--- config.mk ---
export PLATFORM = sky130hd
export DESIGN_NAME = uart_csr_arbiter
export DESIGN_NICKNAME = d
export VERILOG_FILES = /design/src/rtl/uart_csr_arbiter.sv
export SDC_FILE = /design/constraint.sdc
export NUM_CORES = 1
export LEC_CHECK = 0
export CORE_ASPECT_RATIO = 1.25
export CORE_MARGIN = 3
export CORE_UTILIZATION = 40
export CTS_CLUSTER_DIAMETER = 40
export DETAILED_ROUTE_END_ITERATION = 8
export PLACE_DENSITY_LB_ADDON = 0.1
export SETUP_SLACK_MARGIN = 0.05
export SLEW_MARGIN = 20
export SYNTH_ARGS = -nofsm -noshare
export SYNTH_HDL_FRONTEND = slang
export SYNTH_SLANG_ARGS = --single-unit
--- constraint.sdc ---
create_clock -name aclk -period 2 [get_ports aclk]
set_input_delay 0.4 -clock aclk [delete_from_list [all_inputs] [get_ports aclk]]
set_output_delay 0.4 -clock aclk [all_outputs]
set_load 0.01 [all_outputs]
--- src/rtl/uart_csr_arbiter.sv ---
// uart_csr_arbiter: round-robin sharing of the UART core CSR port between two requesters
module uart_csr_arbiter #(
    parameter int ADD_WIDTH = 8
) (
    input  logic                 aclk,
    input  logic                 aresetn,
    input  logic                 m0_req,
    input  logic                 m0_wr,
    input  logic [ADD_WIDTH-1:0] m0_addr,
    input  logic [31:0]          m0_wdata,
    output logic                 m0_ack,
    output logic [31:0]          m0_rdata,
    input  logic                 m1_req,
    input  logic                 m1_wr,
    input  logic [ADD_WIDTH-1:0] m1_addr,
    input  logic [31:0]          m1_wdata,
    output logic                 m1_ack,
    output logic [31:0]          m1_rdata,
    output logic [ADD_WIDTH-1:0] csr_addr,
    output logic [31:0]          csr_wr_data,
    output logic                 csr_rd,
    output logic                 csr_wr,
    input  logic [31:0]          csr_rd_data,
    output logic                 busy,
    output logic                 grant
);
    typedef enum logic [1:0] {IDLE, ISSUE, CAPT, ACK} state_t;
    state_t               state_q, state_d;
    logic                 grant_q, grant_d, last_q, last_d, wr_q, wr_d;
    logic                 csr_rd_q, csr_rd_d, csr_wr_q, csr_wr_d;
    logic                 m0_ack_q, m0_ack_d, m1_ack_q, m1_ack_d;
    logic [31:0]          m0_rdata_q, m0_rdata_d, m1_rdata_q, m1_rdata_d;
    logic [31:0]          csr_wr_data_q, csr_wr_data_d;
    logic [ADD_WIDTH-1:0] csr_addr_q, csr_addr_d;
    logic                 any_req, win, start, capt, sel_wr;
    assign any_req = m0_req | m1_req;
    // state and datapath registers; reset drops any in-flight access
    always_ff @(posedge aclk or negedge aresetn) begin
        if (!aresetn) begin
            state_q       <= IDLE;
            grant_q       <= 1'b0;
            last_q        <= 1'b1;
            wr_q          <= 1'b0;
            csr_rd_q      <= 1'b0;
            csr_wr_q      <= 1'b0;
            m0_ack_q      <= 1'b0;
            m1_ack_q      <= 1'b0;
            m0_rdata_q    <= '0;
            m1_rdata_q    <= '0;
            csr_addr_q    <= '0;
            csr_wr_data_q <= '0;
        end else begin
            state_q       <= state_d;
            grant_q       <= grant_d;
            last_q        <= last_d;
            wr_q          <= wr_d;
            csr_rd_q      <= csr_rd_d;
            csr_wr_q      <= csr_wr_d;
            m0_ack_q      <= m0_ack_d;
            m1_ack_q      <= m1_ack_d;
            m0_rdata_q    <= m0_rdata_d;
            m1_rdata_q    <= m1_rdata_d;
            csr_addr_q    <= csr_addr_d;
            csr_wr_data_q <= csr_wr_data_d;
        end
    end
    // IDLE waits for a request, then ISSUE, CAPT and ACK each last exactly one cycle
    always_comb begin
        state_d = (state_q == IDLE && !any_req) ? IDLE : state_t'(state_q + 2'd1);
    end
    // winner selection, request latching, strobes, read capture and ack generation
    always_comb begin
        win           = (m0_req & m1_req) ? ~last_q : m1_req;
        start         = (state_q == IDLE) & any_req;
        capt          = (state_q == CAPT);
        sel_wr        = win ? m1_wr : m0_wr;
        grant_d       = start ? win : grant_q;
        wr_d          = start ? sel_wr : wr_q;
        csr_addr_d    = start ? (win ? m1_addr : m0_addr) : csr_addr_q;
        csr_wr_data_d = start ? (win ? m1_wdata : m0_wdata) : csr_wr_data_q;
        csr_rd_d      = start & ~sel_wr;
        csr_wr_d      = start & sel_wr;
        m0_ack_d      = capt & ~grant_q;
        m1_ack_d      = capt & grant_q;
        m0_rdata_d    = (capt & ~grant_q & ~wr_q) ? csr_rd_data : m0_rdata_q;
        m1_rdata_d    = (capt & grant_q & ~wr_q) ? csr_rd_data : m1_rdata_q;
        last_d        = (state_q == ACK) ? grant_q : last_q;
    end
    assign m0_ack      = m0_ack_q;
    assign m1_ack      = m1_ack_q;
    assign m0_rdata    = m0_rdata_q;
    assign m1_rdata    = m1_rdata_q;
    assign csr_addr    = csr_addr_q;
    assign csr_wr_data = csr_wr_data_q;
    assign csr_rd      = csr_rd_q;
    assign csr_wr      = csr_wr_q;
    assign busy        = (state_q != IDLE);
    assign grant       = grant_q;
endmodule

==> results.json, run 1 <==
{
  "totalWireLength_um": 12700,
  "rrSetupSlack_ns": 0.17,
  "max_freq_mhz": 538,
  "area_delta_synth_final_pct": 66.3,
  "tightest_slew_ns": 0.504,
  "insertion_delay_ns": 0.41,
  "status": "complete, no violations",
  "vias_per_cell": 5.01,
  "finalWorstSetupSlack_ns": 0.141,
  "rows": 43,
  "crit_chain": "clkdlybuf4s50_1",
  "finalHoldViolCount": 0,
  "dieHeight_um": 126,
  "gp_congestion": 0.763,
  "crit_path_max_incr_delay_ns": 0.60,
  "worst-path-max-fanout": 7,
  "register_area_mm2": 0.00283,
  "num-nets-final": 739,
  "grt_max_degree": 49,
  "path_class": "reg2out",
  "cts_tree": "built",
  "multiInputGateArea_mm2": 0.00162,
  "io_pins": 228,
  "post_cts_buffers": 0,
  "fin_total_pwr_mw": 12.4,
  "tns_ns": 0,
  "power.density_mw_per_mm2": 1620,
  "cts_root_buffer": "clkbuf_16",
  "ys_types": 22,
  "cts_sinks": 113,
  "hold_slack_ns": 0.474,
  "cp_top_family": "buffers and inverters",
  "vias": 3829,
  "clock_path_buffers": 2,
  "port_buffers": 227,
  "grt_pass1_wl_um": 20200,
  "hp-class": "reg2reg",
  "grt-ovfl-total": 0,
  "worstPathRequired_ns": 1.60,
  "design_area_mm2": 0.00765,
  "synth-seq-cells": 113,
  "synth_warnings": 0,
  "synth_cells": 385,
  "n_antenna_cell": 0,
  "final_cell_mix": "225 x clkdlybuf4s50_1, 111 x dfrtp_1, 82 x a21oi_1",
  "yosys.area.top_type": "dfrtp_1",
  "placed_area_mm2": 0.00705,
  "syn-num-nets": 506,
  "core_mm2": 0.0112,
  "yosysSeqAreaShare_pct": 61.5,
  "rsz0062_at_grt": "false",
  "r2r_start": "state_q[0]",
  "startpoint": "grant",
  "cp_data_arrival_time_ns": 1.46,
  "placedCellCount": 733,
  "fillers": 901,
  "grt_antenna_before_repair": 0,
  "h-tree-depth": 4,
  "drtPass1Iterations": 4,
  "hpwl_um": 9140,
  "die_w_um": 102,
  "maxCapViolCount": 0,
  "slew_violations": 0,
  "fin_util_pct": 68.4,
  "ir_drop_uv": 662,
  "ant_nets": 0,
  "clkTransAtPathRegs_ns": 0.05,
  "numCtsBuffers": 17,
  "crit_path_end_kind": "primary output",
  "fin_worst_skew_ns": 0.0133,
  "fin_cells": 765,
  "layout.cells.most_common": "clkdlybuf4s50_1",
  "max_slew_margin_pct": 66.4,
  "syn_area_mm2": 0.00460,
  "grt_usage_pct": 20.3,
  "p_leak_nw": 3.25,
  "avgRoutedWirePerCell_um": 16.6,
  "startpoint_type": "flip-flop",
  "drc": 0,
  "avgSynthCellArea_um2": 12.0,
  "drive_above_1_share_pct": 17.9,
  "drt_iter0_drc": 118,
  "die_area_mm2": 0.0128,
  "min_from": "state_q[0]",
  "start_util_pct": 41.1,
  "setup_viol": 0,
  "post-route-period-util_pct": 92.9,
  "place_ws_ns": 0.203,
  "crit_buf_inv": 1,
  "slowest_stage": "clkdlybuf4s50_1",
  "synth_area_leaders": "dfrtp_1 61%, mux2_2 16%, a21oi_1 8.9%, nor2_1 3.5%, nand2_1 3.3%",
  "layout_min_cycle_time_ns": 1.86,
  "grt_pass1_vias": 4035,
  "yosys.area.top_type_share_pct": 60.9
}
## final timing paths
check	end	cells past startpoint
max	grant	1
min reg2reg	state_q[0]	1
min in group asynchronous	m0_rdata[5]	2
min	state_q[0]	1
max in group asynchronous	last_q	3
max reg2reg	m0_rdata[30]	5
## repair_timing
item / CTS / global route
endpoints found under the setup margin: 2 / 1
pin swaps: 0 / 0
hold buffers: 1 / 0
hold endpoints to repair: 29 / 0
gates resized for setup: 2 / 2
## state kept, by name (all words and copies together) (netlist names), 2 cells and up
signal / cells
csr_wr_data: 32
m0_rdata: 32
m1_rdata: 32
csr_addr: 8
state_q: 2
## where the power goes
part,leakage (nW),switching [mW],internal (mW)
registers,1.31,0.624,3.46
logic,1.66,2.21,3.22
clock network,0.277,0.991,1.91
## routing by layer
layer	part of all wire (%)	wire (um)	GRT usage [%]
met5	0	0	0
met4	1.7	215	7.03
met3	8.6	1090	8.70
met2	51	6490	34.4
met1	38	4870	22.6
## logic make-up (layout without fill, tap and decap cells)
| family | count (synthesis) | in the layout | share of synthesized area, % |
|---|---|---|---|
| AOI/OAI and AO/OA | 87 | 87 | 9.68 |
| adders and majority gates | 3 | 3 | 0.816 |
| buffers and inverters | 27 | 272 | 3.72 |
| DFF | 113 | 113 | 61.5 |
| muxes | 66 | 66 | 16.2 |
| and+or+nand+nor | 89 | 89 | 8.10 |
## synthesized netlist by cell type
cell	number
ha_1	3
dfstp_2	1
buf_2	18
o21ai_0	1
nor2_1	43
nand3b_4	1
nor3b_4	1
clkbuf_8	1
mux2i_1	1
nand2_1	41
nor2b_1	1
a21boi_1	1
and2_1	2
buf_6	5
a21bo_1	1
dfrtp_1	112
a21oi_1	82
o21ai_1	1
inv_1	3
mux2_4	1
o21a_1	1
mux2_2	64
## layout make-up
| class | instances | share of cell area (%) |
|---|---|---|
| Multi-Input combinational cell | 245 | 21.2 |
| Tap cell | 135 | 2.21 |
| Sequential cell | 113 | 37.0 |
| Clock inverter | 10 | 1.44 |
| Clock buffer | 21 | 6.15 |
| Timing Repair Buffer | 238 | 31.9 |
| Inverter | 3 | 0.147 |
Note: power is estimated with default switching activity, not from simulation.
==> inputs of run 2 (changes only) <==
--- a/config.mk
+++ b/config.mk
@@ -5,6 +5,7 @@
 export SDC_FILE = /design/constraint.sdc
 export NUM_CORES = 1
 export LEC_CHECK = 0
+export CAP_MARGIN = 20
 export CORE_ASPECT_RATIO = 1.25
 export CORE_MARGIN = 3
 export CORE_UTILIZATION = 40
==> results of run 2 <==
Same layout as run 1: the final DEF is identical, and so are final timing and power.
